`config.mk`:
```
export PLATFORM = sky130hd
export DESIGN_NAME = skid_stage_flat
export DESIGN_NICKNAME = d
export VERILOG_FILES = /design/src/rtl/handshake_pkg.sv /design/src/rtl/skid_stage_if.sv /design/src/rtl/beat_counter.sv /design/src/rtl/skid_stage.sv /design/src/flat_wrapper.sv
export SDC_FILE = /design/constraint.sdc
export NUM_CORES = 1
export LEC_CHECK = 0
export BUFFER_PORTS_ARGS = -buffer_cell sky130_fd_sc_hd__buf_2
export CORE_MARGIN = 4
export CORE_UTILIZATION = 47
export CTS_CLUSTER_SIZE = 20
export DETAILED_ROUTE_END_ITERATION = 7
export GPL_ROUTABILITY_DRIVEN = 0
export PLACE_DENSITY = 0.77
export SYNTH_ARGS = -nofsm -noshare
export SYNTH_HDL_FRONTEND = slang
export SYNTH_SLANG_ARGS = --single-unit
export TNS_END_PERCENT = 1
```
`constraint.sdc`:
```
create_clock -name clk -period 1.75 [get_ports clk]
set_clock_uncertainty 0.15 [all_clocks]
set_input_delay 0.0875 -clock clk [delete_from_list [all_inputs] [get_ports clk]]
set_output_delay 0.0875 -clock clk [all_outputs]
set_load 0.05 [all_outputs]
```
`src/rtl/handshake_pkg.sv`:
```
// Shared definitions for the valid/ready pipeline stages: default widths and
// the skid buffer occupancy states.
package handshake_pkg;

    localparam int DW_DEF = 8;
    localparam int CW_DEF = 16;

    // Encoding equals occupancy, so the state register doubles as the level output.
    typedef enum logic [1:0] {
        EMPTY = 2'd0,
        BUSY  = 2'd1,
        FULL  = 2'd2
    } state_t;

endpackage

```
`src/rtl/skid_stage_if.sv`:
```
// Valid/ready handshake bundle around the skid stage: upstream producer side
// and downstream destination side.
interface skid_stage_if
    import handshake_pkg::*;
#(
    parameter int DW = DW_DEF
);
    logic          up_valid;
    logic          up_ready;
    logic [DW-1:0] up_data;
    logic          dn_valid;
    logic          dn_ready;
    logic [DW-1:0] dn_data;

    // slave: the stage itself; master: the surrounding producer/consumer.
    modport slave (
        input  up_valid, up_data, dn_ready,
        output up_ready, dn_valid, dn_data
    );

    modport master (
        output up_valid, up_data, dn_ready,
        input  up_ready, dn_valid, dn_data
    );
endinterface

```
`src/rtl/beat_counter.sv`:
```
// Wrapping beat counter with synchronous reset and count enable.
module beat_counter #(
    parameter int CW = 16
) (
    input  logic          clk,
    input  logic          rst,
    input  logic          en,
    output logic [CW-1:0] cnt
);

    always_ff @(posedge clk) begin
        if (rst) begin
            cnt <= '0;
        end else if (en) begin
            cnt <= cnt + CW'(1);
        end
    end

endmodule

```
`src/rtl/skid_stage.sv`:
```
// Fully registered valid/ready stage with a two-entry skid buffer; every
// output toward either neighbour comes straight from a flop.
module skid_stage
    import handshake_pkg::*;
#(
    parameter int DW = DW_DEF,
    parameter int CW = CW_DEF
) (
    input  logic          clk,
    input  logic          rst,
    skid_stage_if.slave   hs,
    output logic [1:0]    level,
    output logic [CW-1:0] in_cnt,
    output logic [CW-1:0] out_cnt
);

    state_t        state_q, state_d;
    logic [DW-1:0] main_q, main_d;
    logic [DW-1:0] skid_q, skid_d;
    logic          up_ready_q;
    logic          dn_valid_q;
    logic          accept;
    logic          take;

    assign accept = hs.up_valid && up_ready_q;
    assign take   = dn_valid_q && hs.dn_ready;

    always_comb begin
        state_d = state_q;
        main_d  = main_q;
        skid_d  = skid_q;
        case (state_q)
            EMPTY: begin
                if (accept) begin
                    main_d  = hs.up_data;
                    state_d = BUSY;
                end
            end
            BUSY: begin
                if (accept && take) begin
                    main_d = hs.up_data;
                end else if (accept) begin
                    skid_d  = hs.up_data;
                    state_d = FULL;
                end else if (take) begin
                    state_d = EMPTY;
                end
            end
            FULL: begin
                if (take) begin
                    main_d  = skid_q;
                    state_d = BUSY;
                end
            end
            default: state_d = EMPTY;
        endcase
    end

    // Handshake outputs are flopped from the next state, so dn_ready never
    // reaches up_ready combinationally.
    always_ff @(posedge clk) begin
        if (rst) begin
            state_q    <= EMPTY;
            main_q     <= '0;
            skid_q     <= '0;
            up_ready_q <= 1'b0;
            dn_valid_q <= 1'b0;
        end else begin
            state_q    <= state_d;
            main_q     <= main_d;
            skid_q     <= skid_d;
            up_ready_q <= (state_d != FULL);
            dn_valid_q <= (state_d != EMPTY);
        end
    end

    assign hs.up_ready = up_ready_q;
    assign hs.dn_valid = dn_valid_q;
    assign hs.dn_data  = main_q;
    assign level       = state_q;

    beat_counter #(.CW(CW)) u_in_cnt (
        .clk (clk),
        .rst (rst),
        .en  (accept),
        .cnt (in_cnt)
    );

    beat_counter #(.CW(CW)) u_out_cnt (
        .clk (clk),
        .rst (rst),
        .en  (take),
        .cnt (out_cnt)
    );

endmodule

```
`src/flat_wrapper.sv`:
```
// flat-port wrapper written by rule: the top's interface ports become plain ports
module skid_stage_flat import handshake_pkg::*;
#(
    parameter int DW = DW_DEF,
    parameter int CW = CW_DEF
)
  (clk, rst, level, in_cnt, out_cnt, hs_up_valid, hs_up_data, hs_dn_ready, hs_up_ready, hs_dn_valid, hs_dn_data);
  skid_stage_if #(.DW(DW)) hs_i ();
  input  logic clk;
  input  logic rst;
  output logic [1:0] level;
  output logic [CW-1:0] in_cnt;
  output logic [CW-1:0] out_cnt;
  input wire logic [$bits(hs_i.up_valid)-1:0] hs_up_valid;
  input wire logic [$bits(hs_i.up_data)-1:0] hs_up_data;
  input wire logic [$bits(hs_i.dn_ready)-1:0] hs_dn_ready;
  output wire logic [$bits(hs_i.up_ready)-1:0] hs_up_ready;
  output wire logic [$bits(hs_i.dn_valid)-1:0] hs_dn_valid;
  output wire logic [$bits(hs_i.dn_data)-1:0] hs_dn_data;
  assign hs_i.up_valid = hs_up_valid;
  assign hs_i.up_data = hs_up_data;
  assign hs_i.dn_ready = hs_dn_ready;
  assign hs_up_ready = hs_i.up_ready;
  assign hs_dn_valid = hs_i.dn_valid;
  assign hs_dn_data = hs_i.dn_data;
  skid_stage #(.DW(DW), .CW(CW)) u_core (.clk(clk), .rst(rst), .hs(hs_i), .level(level), .in_cnt(in_cnt), .out_cnt(out_cnt));
endmodule
```
# == Word-level counts from Yosys, hierarchy flattened ==
# Cells that the tools add are included.
# totals
ff_bits,52
input_bits,12
output_inout_bits,44
# classes
add_sub_neg,2
eq_ne,6
n_mux,10
bitwise_logic,1
n_reduce_logical,8
# ops
cell,n
"adder 16 x 1 -> 16 bit, second input constant",2
2-to-1 mux 8 bit,3
one-hot mux 8 bit (3 select lines),1
2-to-1 mux 2 bit,5
"inequality test 2 x 1 -> 1 bit, second input constant",3
one-hot mux 2 bit (3 select lines),1
AND reduction 4 bit,1
logical AND 1 bit,3
AND reduction 3 bit,1
nonzero test 3 bit,1
"== test 2 x 1 -> 1 bit, second input constant",1
"== test 2 bit, second input constant",1
logical NOT 2 bit,1
"inequality test 2 bit, second input constant",1
nonzero test 2 bit,1
NOT 1 bit,1

# == Depth between registers and ports, before layout ==
# Gate-level depths: netlist of the first run.
# depth
ltp_word,6
mapped_depth,5

# == By module ==
# Synthesis of the first run repeated with hierarchy kept, for this count alone.
# unflattened
cells_unflattened,263
hier_area_um2,2472.4
# modules_own_cells
mod,n_inst,cells_each,area_per_inst_um2,seq_area_each_um2
beat_counter,2,83,757.0,320.3
skid_stage,1,97,958.4,400.4

# == Least setup slack after synthesis of the first run ==
# OpenSTA, ideal clock, no wires.
# synth_timing
path_type,register to register
start,register u_core.u_in_cnt.cnt[0]
end,register u_core.u_in_cnt.cnt[12]
setup_ps,70
arrival_time_ps,2037
t_required_ps,1530
setup_slack_ps,-507
stages_incl_launch_ff,6
path_buffers,0
cell_sequence,dfxtp_1 > ha_1 > nand3_4 > or4_4 > or3_1 > a21oi_1
# synth_between
elab_chain_len,1
# synth_rtl
item,line,text
from (decl),beat_counter.sv:8,output logic [CW-1:0] cnt
from (signal assigned),beat_counter.sv:15,cnt <= cnt + CW'(1);
adder 16 x 1 -> 16 bit,beat_counter.sv:15,
# Every way passes these cells.
# A chain may end at the register's enable or synchronous reset.

# == Final worst setup path of the first run ==
# layout_timing
start,register u_core.u_in_cnt.cnt[1]
end,register u_core.u_in_cnt.cnt[10]
# Same word-level chain as after synthesis.

==> metrics, run 1 <==
fin nets=around 350; Hold Path Class=input pin to flop; worst skew pair latency=0.30 ns; die footprint=0.00598 mm^2; grt ovf=0; Die Ht=just under 80 um; Clk pwr share=32.9%; Syn Nets=between 200 and 300; DR DRC count=0; layout cell share with drive strength beyond 1=37.0%; hold violation total from the final report=0; FF+latch count, synth=52; syn avg cell area=around 9.1 um^2; CTS H-tree lvls=2; Port Buffers=55; post-place setup slack=-0.0140 ns; drt first pass iters=4; Synth Instances=247; post-synthesis sequential area ratio=46.1%; Net Switching=between 0.6 and 0.7 mW; initial antenna violation count=0; failing checks=negative setup slack; die width=approximately 77 um; cell area after layout=about 0.0030 mm^2; Pwr per Cell Area=757 mW/mm^2; initial DRC count=67; Final Routed Wirelength=approximately 5000 um; Final setup viols=3; vias in the first global route=about 2000; worst setup path class=flop to flop; RSZ-0062 raised after global routing=yes; WP data required=1.83 ns; via-per-instance ratio=5.19; Sequential Power Share=roughly 54%; Core Area=0.00450 mm^2; first-pass GRT wire length=roughly 9000 um; peak supply drop=approximately 620 uV; CTS root buf=clkbuf_8; status=complete, but fails checks; Pwr Total=2.29 mW; Clock Sink Count=52; row count=24; starting density of the core=50.2%; Warnings, synthesis=0; GRT Util Overall=17.9%; CTS tree=yes; Least-Margin Pin Slew=0.387 ns; startpoint class of the critical path=flop; max-slew violations=0; DP Area=about 0.0028 mm^2; routed len/inst=between 10 and 15 um; Routed Antenna Nets=0; largest net degree at the start of global routing=24; TritonCTS Buffers=5; max_slew headroom=roughly three quarters; Tmin final=1.77 ns; Leakage=about 1.4 nW; hpwl dp=3690 um; Int Power=1.68 mW; post-synthesis instance area=0.00226 mm^2; CP endpoint kind=flop; total vias in the final route=approximately 2000; CTS clk-pin slew, worst paths=roughly 0.09 ns; Layout area overhead=33.7%; CTS max path bufs=2; Gate power share=roughly an eighth; num ports=56; f_max=around 560 MHz; diode count=0; fin crit share=101%; Sw Share=around a quarter; crit path max fanout=6; max-cap violations=0; Critical Path AT=roughly 1.9 ns; synth unique cells=37; PnR worst setup slack=-0.0213 ns
-- cell usage in the layout, fill, tap and decap left out, types with 11 or more instances in the layout --
cell type and n:
buf_2 55, nor2_1 42, dfxtp_1 31, buf_4 21, mux2i_1 17, dfxtp_2 15
nand2_1 14, xnor2_1 13, a21oi_1 11
-- per-stage QoR --
stage | cells | setup TNS, ns | hold WS [ns] | utilization, %
after floorplan | 247 | -1.67 | 0.0814 | -
after global placement | 367 | 0 | 0.183 | 62.3
after detailed placement | 367 | -0.0248 | 0.192 | 62.3
after CTS | 384 | -0.0701 | 0.0303 | 66.7
after global routing | 384 | -0.214 | 0.0568 | 67.1
final | 384 | -0.0535 | 0.0297 | 67.1
-- critical path, cell delays in order, from the launching register on --
cell     delay, ns
dfxtp_4       0.37
ha_4          0.14
nand3_4       0.06
or4_4         0.51
or3_1         0.33
a21oi_1       0.15
-- synthesized netlist by cell type --
cell       n  area [um^2]
a211oi_1   9         67.6
a21boi_0   1         7.51
a21o_1     1         7.51
a21oi_1   11         55.1
a31o_2     1         8.76
and2_1     1         6.26
and3_1     1         6.26
and3b_2    1         10.0
and4_1     1         8.76
and4_2     1         10.0
buf_2      1         5.00
buf_4      1         7.51
clkbuf_1   7         26.3
dfxtp_1   52         1040
ha_1       2         25.0
inv_1      6         22.5
mux2_2     4         45.0
mux2i_1   17          170
nand2_1   14         52.6
nand2_2    1         6.26
nand2b_1   2         12.5
nand3_1    9         45.0
nand3_4    1         17.5
nand4_1    8         50.1
nor2_1    42          158
nor2b_1    5         31.3
nor3_1     8         40.0
nor3b_1    1         7.51
nor4_1     5         31.3
o21ai_0    5         25.0
o22ai_1    1         6.26
o32ai_4    1         27.5
or3_1      4         25.0
or3_2      1         7.51
or4_4      1         11.3
xnor2_1   13          114
xor2_1     7         61.3
-- power groups by stage --
stage                     registers (mW)  logic, mW  clock network, mW
after floorplan                     1.36      0.105                  0
after global placement              1.26      0.285                  0
after detailed placement            1.26      0.289                  0
after CTS                           1.23      0.305              0.774
after global routing                1.24      0.331              0.826
final                               1.23      0.303              0.752
-- logic make-up after synthesis --
family          synth area share (%)
buf+inv                         2.71
mux                             9.52
xor+xnor                        7.75
flops                           46.1
simple gates                    23.8
fa+ha+maj                       1.11
compound gates                  9.08
-- path summary, 6_finish.rpt --
check | start | end | slack, ns | depth (start not counted)
max reg2reg | u_core.u_in_cnt.cnt[1] | u_core.u_in_cnt.cnt[10] | -0.02 | 5
min | rst | u_core.u_in_cnt.cnt[3] | 0.03 | 2
max | u_core.u_in_cnt.cnt[1] | u_core.u_in_cnt.cnt[10] | -0.02 | 5
min reg2reg | u_core.u_out_cnt.cnt[1] | u_core.u_out_cnt.cnt[1] | 0.34 | 2
-- flip-flops by register name, indices dropped and copies added, names as in the netlist --
| signal | cells |
|---|---|
| u_core.hs.dn_valid | 1 |
| u_core.hs.up_ready | 1 |
| u_core.level | 2 |
| u_core.hs.dn_data | 8 |
| u_core.u_in_cnt.cnt | 16 |
| u_core.skid_q | 8 |
| u_core.u_out_cnt.cnt | 16 |
-- per-layer routing --
| metal | global-route usage, % | vias to the layer above | share of wire (%) |
|---|---|---|---|
| li1 | - | 1029 | - |
| met4 | 5.69 | 0 | 0.82 |
| met5 | 0 | - | 0 |
| met1 | 22.1 | 917 | 45 |
| met2 | 30.9 | 43 | 50 |
| met3 | 4.28 | 5 | 4.7 |
-- area by class of cell --
cell class / count / area, um^2
fillers: 396 / 1480
repair buffers: 86 / 543
clock inverters: 2 / 12.5
well taps: 52 / 65.1
multi-input cells: 180 / 1200
inverters: 6 / 22.5
flip-flops and latches: 52 / 1080
clock buffers: 6 / 93.8
-- timing repair --
item | 4_1_cts | 5_1_grt
setup endpoints to repair | 3 | 7
endpoints found under the hold margin | 16 | 0
pin swaps | 2 | 2
buffers inserted | 0 | 0
hold buffers | 9 | 0
resized for setup | 0 | 4
(Power assumes the default switching activity.)
==> run 2, diff against run 1 <==
--- a/config.mk
+++ b/config.mk
@@ -5,13 +5,15 @@
 export SDC_FILE = /design/constraint.sdc
 export NUM_CORES = 1
 export LEC_CHECK = 0
-export BUFFER_PORTS_ARGS = -buffer_cell sky130_fd_sc_hd__buf_2
+export CELL_PAD_IN_SITES_DETAIL_PLACEMENT = 1
+export CELL_PAD_IN_SITES_GLOBAL_PLACEMENT = 1
 export CORE_MARGIN = 4
-export CORE_UTILIZATION = 47
+export CORE_UTILIZATION = 42
 export CTS_CLUSTER_SIZE = 20
 export DETAILED_ROUTE_END_ITERATION = 7
+export DONT_BUFFER_PORTS = 1
 export GPL_ROUTABILITY_DRIVEN = 0
-export PLACE_DENSITY = 0.77
+export PLACE_DENSITY = 0.76
 export SYNTH_ARGS = -nofsm -noshare
 export SYNTH_HDL_FRONTEND = slang
 export SYNTH_SLANG_ARGS = --single-unit
==> metrics, run 2 (synthesis results as in run 1) <==
CTS max path bufs=2; die width=81.4 um; row count=26; Clk pwr share=31.3%; crit path max fanout=6; most frequent cells in the layout=59 x buf_4, 42 x nor2_1, 32 x dfxtp_1, 21 x dlygate4sd3_1, 17 x mux2i_1; Reg area=between 0.001 and 0.0015 mm^2; Critical Path AT=roughly 1.9 ns; die footprint=between 0.006 and 0.007 mm^2; Gate power share=14.4%; Most Used Layer, Global Route=met2; starting density of the core=43.7%; CTS H-tree lvls=2; Sequential Power Share=54.3%; Hold Path Class=input pin to flop; Clock Sink Count=52; # fillers=610; initial antenna violation count=0; peak supply drop=between 400 and 500 uV; Final setup viols=2; RSZ-0062 raised after global routing=yes; Pwr per Cell Area=about 700 mW/mm^2; area of the multi-input gates=0.00122 mm^2; Sw Share=~27%; max_slew headroom=approximately 76%; total vias in the final route=~2100; met2 global-route usage=roughly two fifths; post-place setup slack=-0.0553 ns; most common cell after layout, fill and taps aside=buf_4; fin nets=340; Final Routed Wirelength=~6400 um; met1 usage=21.6%; layout cell share with drive strength beyond 1=between 30% and 40%; Port Buffers=0; failing checks=negative setup slack; DR DRC count=0; drt first pass iters=4; Die Ht=about 81 um; grt ovf=0; slowest cell on the critical path=or4_4; CTS tree=yes; worst path bufs/invs=0; CP delay by family, top=simple AND/OR/NAND/NOR gates; Net Switching=0.617 mW; Layout area overhead=40.5%; worst skew pair latency=about 0.30 ns; CP endpoint kind=flop; CTS clk-pin slew, worst paths=0.09 ns; largest net degree at the start of global routing=58; Core Area=about 0.0052 mm^2; PnR worst setup slack=-0.00918 ns; via-per-instance ratio=5.28; max-cap violations=0; fin crit share=101%; final non-filler cell total=397; crit path cell chain=ha_4 > nand3_4 > or4_4 > or3_4 > a21oi_2; GRT Util Overall=between 20 and 25%; Routed Antenna Nets=0; CTS root buf=clkbuf_8; hpwl dp=roughly 4400 um; Tmin final=roughly 1.8 ns; status=complete, but fails checks; hold violation total from the final report=0; diode count=0; top flop regs=u_core.u_in_cnt.cnt x16, u_core.u_out_cnt.cnt x16; worst setup path class=flop to flop; routed len/inst=~16 um; vias in the first global route=2213; startpoint class of the critical path=flop; WP data required=1.84 ns; TritonCTS Buffers=5; max-slew violations=0; critical path's largest stage delay=0.51 ns; Int Power=between 1.5 and 2 mW; first-pass GRT wire length=roughly 10000 um; met3 Use GR=4.88%; f_max=about 570 MHz; Placed Cells=between 300 and 400; initial DRC count=70; Leakage=around 1.3 nW; Least-Margin Pin Slew=roughly 0.36 ns; num ports=between 50 and 60
[run 2: changes by cell type in the layout (fill, tap and decap cells not counted), sizes merged]
cell         before  now
dlygate4sd3       9   21
clkinvlp          1    0
clkinv            1    2
buf              77   60
[run 2: worst min-delay path: stages]
cell and delay [ns]:
nand3_4 0.06, buf_4 0.13, or3_2 0.11, a21oi_1 0.06
[run 2: final timing paths]
kind                               start                      end  slack (ns)  depth (start not counted)
setup / recovery  u_core.u_in_cnt.cnt[1]  u_core.u_in_cnt.cnt[14]      -0.009                          5
setup reg to reg  u_core.u_in_cnt.cnt[1]  u_core.u_in_cnt.cnt[14]      -0.009                          5
hold reg to reg         u_core.skid_q[5]         u_core.skid_q[5]        0.36                          2
hold / removal               hs_up_valid   u_core.u_in_cnt.cnt[4]        0.03                          4
[run 2: layout make-up]
type                    count  area share (%)
repair buffers             81            21.2
clock buffers               6            2.60
flip-flops and latches     52            34.0
well taps                  70            2.76
inverters                   6           0.709
multi-input cells         180            38.4
clock inverters             2           0.315
[run 2: metal layers]
metal | vias to the layer above | wire length, um
met5 | - | 0
met4 | 0 | 106
met3 | 10 | 262
met2 | 38 | 3570
met1 | 1029 | 2470
li1 | 1021 | -
[run 2: power groups by stage]
stage	registers (mW)	logic, mW	clock network (mW)
after floorplan	1.36	0.105	0
after global placement	1.26	0.258	0
after detailed placement	1.26	0.266	0
after CTS	1.23	0.284	0.729
after global routing	1.24	0.350	0.780
final	1.23	0.326	0.710
[run 2: timing repair]
item,in CTS,in global routing
cloned,0,0
endpoints found under the hold margin,52,45
hold buffers,12,10
setup buffers,2,0
resized for setup,2,5
setup endpoints to repair,3,11
pin swaps,6,2
[run 2: stage by stage]
stage               instance area [um^2]  TNS (ns)  hold WS, ns  power (mW)  utilization (%)
floorplan                           2330     -1.67       0.0814        1.46                -
global placement                    2800         0      0.00650        1.51             54.2
detailed placement                  2800   -0.0742      0.00803        1.52             54.2
CTS                                 3040   -0.0857       -0.318        2.24             58.8
global route                        3180    -0.345       0.0307        2.37             61.4
finish                              3180   -0.0163       0.0284        2.27             61.4
